<file path="config.mk">
export PLATFORM = sky130hd
export DESIGN_NAME = div_iter_radix2
export DESIGN_NICKNAME = d
export VERILOG_FILES = /design/src/rtl/div_iter_radix2.sv
export SDC_FILE = /design/constraint.sdc
export NUM_CORES = 1
export LEC_CHECK = 0
export ABC_CLOCK_PERIOD_IN_PS = 6900
export CORE_ASPECT_RATIO = 0.9
export CORE_MARGIN = 2
export CORE_UTILIZATION = 41
export CTS_BUF_LIST = sky130_fd_sc_hd__clkbuf_4
export CTS_CLUSTER_SIZE = 14
export DETAILED_ROUTE_END_ITERATION = 6
export PLACE_DENSITY_LB_ADDON = 0.15
export SLEW_MARGIN = 15
export SYNTH_ARGS = -nofsm -noshare
export SYNTH_HDL_FRONTEND = slang
export SYNTH_SLANG_ARGS = --single-unit
</file>
<file path="constraint.sdc">
create_clock -name clk -period 6.9 [get_ports clk]
set_input_delay 1.38 -clock clk [delete_from_list [all_inputs] [get_ports clk]]
set_output_delay 1.38 -clock clk [all_outputs]
set_load 0.005 [all_outputs]
</file>
<file path="src/rtl/div_iter_radix2.sv">
// rtl/div_iter_radix2.sv - iterative radix-2 restoring divider, {remainder, quotient} result
// Responder side of the opn_valid/res_valid/res_ready handshake; one quotient bit per clock.
module div_iter_radix2 #(
    parameter int WIDTH = 32
) (
    input  logic               clk,
    input  logic               rst,
    input  logic [WIDTH-1:0]   a,
    input  logic [WIDTH-1:0]   b,
    input  logic               sign,
    input  logic               opn_valid,
    input  logic               res_ready,
    output logic               res_valid,
    output logic [2*WIDTH-1:0] result
);

    localparam int CW = (WIDTH > 1) ? $clog2(WIDTH) : 1;
    localparam logic [CW-1:0] CNT_LAST = CW'(WIDTH - 1);

    typedef enum logic [1:0] {
        IDLE = 2'd0,
        CALC = 2'd1,
        SIGN = 2'd2,
        DONE = 2'd3
    } state_t;

    state_t             state_q, state_d;
    logic [CW-1:0]      cnt_q, cnt_d;
    logic [WIDTH-1:0]   rem_q, rem_d;
    logic [WIDTH-1:0]   quo_q, quo_d;
    logic [WIDTH-1:0]   div_q, div_d;
    logic [WIDTH-1:0]   a_q, a_d;
    logic               neg_rem_q, neg_rem_d;
    logic               neg_quo_q, neg_quo_d;
    logic [2*WIDTH-1:0] result_q, result_d;
    logic               valid_q, valid_d;

    logic [WIDTH:0]     shifted;
    logic [WIDTH:0]     diff;
    logic [WIDTH-1:0]   rem_fix;
    logic [WIDTH-1:0]   quo_fix;

    always_comb begin
        state_d   = state_q;
        cnt_d     = cnt_q;
        rem_d     = rem_q;
        quo_d     = quo_q;
        div_d     = div_q;
        a_d       = a_q;
        neg_rem_d = neg_rem_q;
        neg_quo_d = neg_quo_q;
        result_d  = result_q;
        shifted   = {rem_q, quo_q[WIDTH-1]};
        diff      = shifted - {1'b0, div_q};
        rem_fix   = neg_rem_q ? (~rem_q + 1'b1) : rem_q;
        quo_fix   = neg_quo_q ? (~quo_q + 1'b1) : quo_q;

        case (state_q)
            IDLE: begin
                if (opn_valid) begin
                    a_d       = a;
                    neg_rem_d = sign & a[WIDTH-1];
                    neg_quo_d = sign & (a[WIDTH-1] ^ b[WIDTH-1]);
                    quo_d     = (sign && a[WIDTH-1]) ? (~a + 1'b1) : a;
                    div_d     = (sign && b[WIDTH-1]) ? (~b + 1'b1) : b;
                    rem_d     = '0;
                    cnt_d     = '0;
                    state_d   = CALC;
                end
            end
            CALC: begin
                // quo_q starts as the dividend magnitude; its MSB feeds the remainder each step
                if (!diff[WIDTH]) begin
                    rem_d = diff[WIDTH-1:0];
                    quo_d = {quo_q[WIDTH-2:0], 1'b1};
                end else begin
                    rem_d = shifted[WIDTH-1:0];
                    quo_d = {quo_q[WIDTH-2:0], 1'b0};
                end
                cnt_d = cnt_q + 1'b1;
                if (cnt_q == CNT_LAST) begin
                    state_d = SIGN;
                end
            end
            SIGN: begin
                if (div_q == '0) begin
                    result_d = {a_q, {WIDTH{1'b1}}};
                end else begin
                    result_d = {rem_fix, quo_fix};
                end
                state_d = DONE;
            end
            DONE: begin
                if (res_ready) begin
                    state_d = IDLE;
                end
            end
            default: state_d = IDLE;
        endcase

        valid_d = (state_d == DONE);
    end

    always_ff @(posedge clk or posedge rst) begin
        if (rst) begin
            state_q   <= IDLE;
            cnt_q     <= '0;
            rem_q     <= '0;
            quo_q     <= '0;
            div_q     <= '0;
            a_q       <= '0;
            neg_rem_q <= 1'b0;
            neg_quo_q <= 1'b0;
            result_q  <= '0;
            valid_q   <= 1'b0;
        end else begin
            state_q   <= state_d;
            cnt_q     <= cnt_d;
            rem_q     <= rem_d;
            quo_q     <= quo_d;
            div_q     <= div_d;
            a_q       <= a_d;
            neg_rem_q <= neg_rem_d;
            neg_quo_q <= neg_quo_d;
            result_q  <= result_d;
            valid_q   <= valid_d;
        end
    end

    assign res_valid = valid_q;
    assign result    = result_q;

endmodule

</file>
Yosys cells after proc, flatten, opt, wreduce, memory -nomap -nowiden
Index checks and enable logic that the tools add are counted.
Storage, ports and cells
  memories kept: 0
  memory bits (read-only): 0
  latch bits: 0
  bits in writable memories: 0
  register bits: 202
  input port bits: 69
Operators by class
  order comparisons: 0
  reduce and logical (&&, ||, !) cells: 7
  add/subtract/negate cells: 6
  div/mod/pow operators: 0
  bitwise logic cells: 7
  equality and inequality tests: 6
  multiply operators: 0
  shift-type cells: 0
  muxes and demuxes: 17
Operators with widths (number)
  two-way mux 32 bit: 7
  adder 32 x 1 -> 32 bit (second input constant): 4
  NOT 32 bit: 4
  one-hot mux 32 bit (2 select lines): 2
  two-way mux 64 bit: 1
  subtractor 33 x 32 -> 33 bit: 1
  zero test 32 bit: 1
  one-hot mux 5 bit (2 select lines): 1
  one-hot mux 2 bit (4 select lines): 1
  equality test 2 bit (second input constant): 3
  two-way mux 2 bit: 3
  adder 5 x 1 -> 5 bit (second input constant): 1
  equality test 5 bit (second input constant): 1
  two-way mux 5 bit: 1
  AND reduction 2 bit: 2
  AND 1 bit: 2
  equality test 2 x 1 -> 1 bit (second input constant): 1
  logical AND 1 bit: 2
  zero test 2 bit: 1
  inequality test 2 bit (second input constant): 1
  nonzero test 2 bit: 1
  two-way mux 1 bit: 1
  XOR 1 bit: 1

Logic depth before layout (Yosys ltp)
Gate-level depths: netlist of the first run.
  depth after elaboration: 5
  mapped depth: 13
  gate-level depth less buffers: 12

Worst setup path after synthesis of the first run
No wires, ideal clock.
  kind: input to register
  start point: in b[4]
  end point: reg div_q[29]
  slack: 3.614 ns
  arrival: 3.153 ns
  stages on the path: 8
  setup time: 0.133 ns
  buffers on the path: 0
  required time: 6.767 ns
  path through: nor4_2 nand3_1 nor2b_1 nand2_1 or3_1 o41ai_1 xor2_1 o21ai_0
On the way
  word-level cells in the longest chain between the ends: 3
Ends and longest elaborated chain
  start, declared: RTL line 9  | input logic [WIDTH-1:0] b,
  NOT 32 bit: RTL line 65  | div_d = (sign && b[WIDTH-1]) ? (~b + 1'b1) : b;
  adder 32 x 1 -> 32 bit: RTL line 65
  two-way mux 32 bit: RTL line 65
  end signal, assigned: RTL line 121  | div_q <= div_d;
  end, declared: RTL line 31  | logic [WIDTH-1:0] div_q, div_d;
Every way passes these cells.
A chain may end at the register's enable or synchronous reset.

Final worst setup path of the first run
  start point: reg quo_q[31]
  end point: reg rem_q[19]
On the way
  word-level cells in the longest chain between the ends: 3
Ends and longest elaborated chain
  start, declared: RTL line 30  | logic [WIDTH-1:0] quo_q, quo_d;
  start signal, assigned: RTL line 120  | quo_q <= quo_d;
  subtractor 33 x 32 -> 33 bit: RTL line 54  | diff = shifted - {1'b0, div_q};
  two-way mux 32 bit: RTL line 73  | if (!diff[WIDTH]) begin
  one-hot mux 32 bit (2 select lines): RTL line 58  | case (state_q)
  end signal, assigned: RTL line 119  | rem_q <= rem_d;
  end, declared: RTL line 29  | logic [WIDTH-1:0] rem_q, rem_d;
Every way passes these cells.

==> flow_summary_export.csv, run 1 <==
group,metric,value,unit
status,status,"complete, no violations",
sta,tightest_slew,1.04,ns
logic_synthesis,synthesis.nets,1592,
logic_synthesis,synth_most_common_cell,"nand2_1",
critical_path,timing.rr.start,"quo_q[31]$_DFFE_PP0P_",
critical_path,crit_fanout,41,
critical_path,crit_type,"reg2reg",
die,row_count,60,
global_routing,grt_pass1_vias,10500,
final_layout,syn_to_final_growth,19.1,%
sta,slew_violations,0,
sta,timing.fmax,0.250,GHz
power,power.net_switching,0.00333,W
die,die_h,169,um
sta,finalSetupViolCount,0,
logic_synthesis,synth-async-reset-ratio,100,%
place,gp_congestion,0.870,
logic_synthesis,muxShareOfSynthArea,0.575,%
final_layout,fin_nets,1714,
logic_synthesis,synthAdderAreaFrac,4.00,%
power,seqPwrFrac,31.9,%
logic_synthesis,yosys.area.top_type,"dfrtp_1",
clock_network,cts_tree,"done",
critical_path,reg2reg_to,"rem_q[19]$_DFFE_PP0P_",
place,post_dp_cell_area,14100,sq um
global_routing,grt_first_pass_wirelength,54300,um
logic_synthesis,yosys_warnings,0,
clock_network,cts_sinks,202,
logic_synthesis,synth_xor_area_share,10.4,%
job,maxCapViolations,0,
final_layout,layout-drive-gt1-share,7.48,%
logic_synthesis,synth_top_family_by_area,"compound AO/OA/AOI/OAI gates",
critical_path,worstPathRequired,7.47,ns
sta,fin_skew,0.0922,ns
routing,routed_via_density,5.31,
logic_synthesis,syn-instance-count,1484,
routing,drtIter0Drc,563,
clock_network,numCtsBuffers,55,
logic_synthesis,synth-simple-area-share,18.9,%
logic_synthesis,synth.yosys.seq_area_share,40.8,%
logic_synthesis,synth_top_area_share,40.8,%
routing,vias,10900,
clock_network,clk_path_buf_depth,3,
routing,wl,32400,um
min_path,hold_path_class,"reg2reg",
power,power_density,500,nW/um^2
logic_synthesis,synth_edf_count,0,
logic_synthesis,synth.top_cells.by_count,"264 x nand2_1, 202 x dfrtp_1, 158 x o21ai_0",
sta,holdWs,0.465,ns
logic_synthesis,ys_seq_elements,202,
critical_path,start_kind,"register",
sta,hold_viol,0,
routing,drtAntennaViolNets,0,
sta,period_share,58.0,%
clock_network,clk_pin_slew,0.06,ns
place,io_buffer_count,133,
power,p_leak,6.37,nW
power,clkPwrFrac,14.2,%
power,peakVddDrop,0.000288,V
power,sw_frac_of_total,45.1,%
logic_synthesis,avgSynthCellArea,8.35,sq um
clock_network,postCtsHoldBufs,0,
global_routing,antenna_found_initial,1,
sta,fin_crit,4.00,ns
die,initial_utilization,41.6,%
power,p_int,0.00405,W
clock_network,cts.repair.resized,0,
critical_path,cp.arrival,4.57,ns
die,die_area,31600,sq um
logic_synthesis,synth_area_leaders,"dfrtp_1 41%, nand2_1 8.0%, xor2_1 6.4%",
global_routing,track_usage,20.8,%
sta,rsz0062_at_grt,"no",
logic_synthesis,synth.distinct_cells,63,
critical_path,crit_end,"rem_q[19]$_DFFE_PP0P_",
die,fp.dieW,187,um
power,comb_power_share,53.9,%
die,core_area,29800,sq um
sta,slew_headroom,30.6,%
logic_synthesis,netlist_area,12400,sq um
clock_network,postCtsSetupRepairBufs,0,
final_layout,fin_area,14800,sq um
die,io_pins,134,
clock_network,clk_latency,0.71,ns
clock_network,htreeDepth,2,
clock_network,cts-root-buf,"clkbuf_4",
logic_synthesis,synth_ff_type,"dfrtp_1",
critical_path,reg2reg_slack,2.90,ns
critical_path,critPathCaptureType,"register",
critical_path,startpoint,"quo_q[31]$_DFFE_PP0P_",
global_routing,grt_max_degree,99,
critical_path,rr_worst_depth,13,
routing,remaining_drc_errors,0,
place,dp_hpwl,23900,um
sta,timing.setup.tns,0,ns
logic_synthesis,synth_compound_area_share,21.3,%
routing,firstDrtPassIters,5,
global_routing,overflow,0,
routing,wl_per_cell,15.8,um
through the flow:
step	utilization (%)	std cells	setup slack, ns	power [W]
floorplan	-	1484	0.00928	0.00515
global placement	47.3	1952	2.61	0.00631
detailed placement	47.3	1952	2.49	0.00636
CTS	49.5	2047	2.88	0.00744
global route	49.6	2048	2.67	0.00816
finish	49.6	2048	2.90	0.00738
worst max-delay path, stage by stage, from the launching register on:
cell,delay [ns]
dfrtp_1,0.39
inv_1,0.16
ha_1,0.27
fa_1,0.38
nand2b_1,0.20
a21oi_1,0.23
o211ai_1,0.15
nand4b_1,0.15
a21oi_1,0.18
o31ai_1,0.53
xnor2_2,0.25
buf_4,0.32
or4_1,0.54
nand3_1,0.08
layout by cell type, fill, tap and decap left out, types with 8 or more instances in the layout:
cell             Yosys  routed
o31ai_1             19      19
o311ai_0            18      18
o21ai_0            158     158
a21o_1              16      16
clkdlybuf4s50_1      0     133
o22ai_1             10      10
clkbuf_4             0      83
a32oi_1              9       9
a21oi_1            114     114
a22oi_1             25      25
nor2_1             115     111
ha_1                38      38
nand2b_1            20      20
and3_1               9       9
nor3_1              13      13
clkinv_1             1       8
buf_4                0      13
inv_1               52      51
nand2_1            264     263
nor4_1              19      19
nand4_1              9       9
xor2_1              91      91
xnor2_1             56      55
nand3_1             36      35
or3_1               12      12
dfrtp_1            202     202
o41ai_1             15      15
per-layer routing:
layer | routed length, um | track usage, %
met1 | 15600 | 28.8
met2 | 14700 | 34.1
met3 | 1460 | 2.90
met4 | 606 | 6.21
met5 | 0 | 0
final cells by class:
cell class                      count  area [sq um]
Inverter                           53           206
Fill cell                        2986         15000
Clock buffer                       83           623
Clock inverter                     12          58.8
Sequential cell                   202          5050
Timing Repair Buffer              146          1430
Tap cell                          403           504
Antenna cell                        1          2.50
Multi-Input combinational cell   1148          6890
how the worst min path moves through the flow:
stage,endpoint,cells after the start,slack [ns],start
2_1_floorplan,a_q[24]$_DFFE_PP0P_,2,0.45,a_q[24]$_DFFE_PP0P_
3_3_place_gp,result[0]$_DFFE_PP0P_,2,0.45,result[0]$_DFFE_PP0P_
3_5_place_dp,result[0]$_DFFE_PP0P_,2,0.46,result[0]$_DFFE_PP0P_
4_1_cts,result[0]$_DFFE_PP0P_,2,0.47,result[0]$_DFFE_PP0P_
5_1_grt,result[0]$_DFFE_PP0P_,2,0.49,result[0]$_DFFE_PP0P_
6_report,result[3]$_DFFE_PP0P_,2,0.47,result[3]$_DFFE_PP0P_
logic make-up after synthesis:
kind of cell	Yosys count
and+or+nand+nor	527
AOI/OAI and AO/OA	428
DFF	202
xor gates and xnor gates	147
buffers and inverters	134
adders and majority gates	39
muxes	7
power groups by stage:
stage	Sequential, W	Clock, W	Combinational [W]
floorplan	0.00213	0	0.00302
CTS	0.00235	0.00108	0.00400
finish	0.00235	0.00105	0.00398
global route	0.00245	0.00116	0.00456
global placement	0.00236	0	0.00395
detailed placement	0.00237	0	0.00399
registers in the layout (all words and copies together) (netlist names):
name / flops
a_q: 32
rem_q: 32
neg_quo_q: 1
res_valid: 1
quo_q: 32
div_q: 32
result: 64
cnt_q: 5
neg_rem_q: 1
state_q: 2
(Power assumes the default switching activity.)
==> run 2: changes to the inputs <==
--- a/config.mk
+++ b/config.mk
@@ -5,7 +5,7 @@
 export SDC_FILE = /design/constraint.sdc
 export NUM_CORES = 1
 export LEC_CHECK = 0
-export ABC_CLOCK_PERIOD_IN_PS = 6900
+export ABC_CLOCK_PERIOD_IN_PS = 3900
 export CORE_ASPECT_RATIO = 0.9
 export CORE_MARGIN = 2
 export CORE_UTILIZATION = 41
==> constraint.sdc (replaced) <==
create_clock -name clk -period 3.9 [get_ports clk]
set_input_delay 0.78 -clock clk [delete_from_list [all_inputs] [get_ports clk]]
set_output_delay 0.78 -clock clk [all_outputs]
set_load 0.005 [all_outputs]
==> run 2 against run 1 <==
Against the previous run:
- the flow now finishes with violations (DRC)
- setup slack lost 2.5 ns
- flip-flop and latch count is the same
- largest power group unchanged
- sequential power grew 75%
- utilization grew 0.84 points
- final area grew 1.7%
- cell count grew 1.5%
- largest cell class unchanged
==> flow_summary_export.csv, run 2 (synthesis gave the netlist of run 1 again) <==
group,metric,value,unit
status,status,"finished with violations",
status,violations,"DRC",
clock_network,postCtsSetupRepairBufs,0,
sta,fin_crit,3.54,ns
global_routing,gr-usage-met1,29.4,%
clock_network,clk_pin_slew,0.06,ns
clock_network,htreeDepth,2,
place,gp_congestion,0.870,
routing,wl_per_cell,15.9,um
global_routing,grt.met2_usage,34.4,%
clock_network,clk_path_buf_depth,3,
clock_network,postCtsHoldBufs,0,
die,io_pins,134,
sta,timing.fmax,0.283,GHz
min_path,min_path_cells,2,
sta,finalSetupViolCount,0,
power,p_leak,6.50,nW
final_layout,largest_reg_flops,64,
critical_path,crit_top_cell,"a21oi_1",
global_routing,overflow,0,
min_path,hold_path_class,"reg2reg",
critical_path,reg2reg_to,"rem_q[17]$_DFFE_PP0P_",
job,maxCapViolations,0,
sta,timing.setup.tns,0,ns
die,fp.dieW,187,um
die,core_area,29800,sq um
routing,drtIter0Drc,671,
critical_path,crit_end,"rem_q[17]$_DFFE_PP0P_",
critical_path,crit_chain,"inv_1 > ha_1 > fa_1 > nand2b_1 > a21oi_1 > o211ai_1 > nand4b_1 > a21oi_1 > o31ai_1 > xor2_1 > buf_4 > nand2_1 > o21ai_0",
global_routing,grt_pass1_vias,10700,
critical_path,worstPathRequired,4.47,ns
routing,routed_via_density,5.29,
die,die_h,169,um
place,io_buffer_count,133,
critical_path,crit_slowest_cell,"o31ai_1",
final_layout,final_cell_mix,"263 x nand2_1, 202 x dfrtp_1, 158 x o21ai_0, 133 x clkdlybuf4s50_1, 114 x a21oi_1",
clock_network,cts.repair.resized,0,
power,power_density,894,nW/um^2
critical_path,cp.arrival,4.11,ns
clock_network,cts-root-buf,"clkbuf_4",
die,die_area,31600,sq um
sta,slew_headroom,35.3,%
final_layout,mostFrequentLayoutCell,"nand2_1",
die,row_count,60,
critical_path,reg2reg_slack,0.36,ns
global_routing,antenna_found_initial,1,
critical_path,cpPeakStageDelay,0.53,ns
routing,wl,33000,um
global_routing,use_met3,3.17,%
final_layout,syn_to_final_growth,21.1,%
routing,drtAntennaViolNets,0,
global_routing,grt-busiest-layer,"met2",
critical_path,rr_worst_depth,13,
routing,firstDrtPassIters,7,
clock_network,cts_sinks,202,
critical_path,critPathCaptureType,"register",
power,total_power,0.0134,W
sta,tightest_slew,0.970,ns
final_layout,fin_nets,1735,
power,peakVddDrop,0.000430,V
clock_network,numCtsBuffers,58,
sta,rsz0062_at_grt,"no",
global_routing,grt_max_degree,86,
routing,remaining_drc_errors,1,
routing,vias,11000,
sta,period_share,90.7,%
clock_network,clk_latency,0.71,ns
final_layout,layout-drive-gt1-share,8.78,%
sta,fin_skew,0.0437,ns
die,initial_utilization,41.6,%
critical_path,timing.rr.start,"quo_q[31]$_DFFE_PP0P_",
place,dp_hpwl,24600,um
critical_path,crit_type,"reg2reg",
critical_path,startpoint,"quo_q[31]$_DFFE_PP0P_",
global_routing,track_usage,21.2,%
global_routing,grt_first_pass_wirelength,55200,um
sta,slew_violations,0,
sta,hold_viol,0,
clock_network,cts_tree,"done",
critical_path,crit_fanout,8,
critical_path,start_kind,"register",
-- run 2: report_power, final --
| part | internal (W) | leakage (nW) | switching (W) |
|---|---|---|---|
| clock network | 0.00105 | 0.447 | 0.000919 |
| registers | 0.00307 | 2.51 | 0.00105 |
| logic | 0.00330 | 3.55 | 0.00405 |
| total | 0.00742 | 6.50 | 0.00601 |
-- run 2: layout make-up --
cell class | instances | area [sq um]
antenna | 1 | 2.50
clock buffer | 90 | 676
clock inverter | 17 | 75.1
fill | 2971 | 14800
inverter | 53 | 203
multi-input combinational | 1148 | 6890
sequential | 202 | 5050
tap | 403 | 504
timing repair buffer | 164 | 1610
-- run 2: worst min path at each step --
| stage | from | slack [ns] | end |
|---|---|---|---|
| after detailed placement | result[3]$_DFFE_PP0P_ | 0.45 | result[3]$_DFFE_PP0P_ |
| after global placement | result[0]$_DFFE_PP0P_ | 0.45 | result[0]$_DFFE_PP0P_ |
| after CTS | result[3]$_DFFE_PP0P_ | 0.47 | result[3]$_DFFE_PP0P_ |
| after floorplan | a_q[24]$_DFFE_PP0P_ | 0.45 | a_q[24]$_DFFE_PP0P_ |
| after global routing | a_q[27]$_DFFE_PP0P_ | 0.50 | a_q[27]$_DFFE_PP0P_ |
| final | result[3]$_DFFE_PP0P_ | 0.47 | result[3]$_DFFE_PP0P_ |
-- run 2: worst max-delay path, delay by kind of cell, from the launching register on --
family,cells,cell delay (ns)
buffers and inverters,2,0.32
xor gates and xnor gates,1,0.23
DFF,1,0.40
adders and majority gates,2,0.63
and+or+nand+nor,3,0.47
AOI/OAI and AO/OA,5,1.36
-- run 2: routing by layer --
| layer | vias up | share of wire, % |
|---|---|---|
| met5 | - | 0 |
| met4 | 0 | 1.7 |
| met3 | 43 | 4.5 |
| met2 | 253 | 46 |
| met1 | 5128 | 48 |
| li1 | 5560 | - |
-- run 2: per-stage QoR --
stage | util (%) | instance area, sq um | cells | setup WS, ns | hold slack (ns)
after floorplan | - | 12400 | 1484 | 0.504 | 0.445
after global placement | 47.9 | 14300 | 1970 | 0.208 | 0.450
after detailed placement | 47.9 | 14300 | 1970 | 0.159 | 0.455
after CTS | 50.4 | 15000 | 2077 | 0.354 | 0.469
after global routing | 50.4 | 15000 | 2078 | 0.113 | 0.504
final | 50.4 | 15000 | 2078 | 0.364 | 0.465
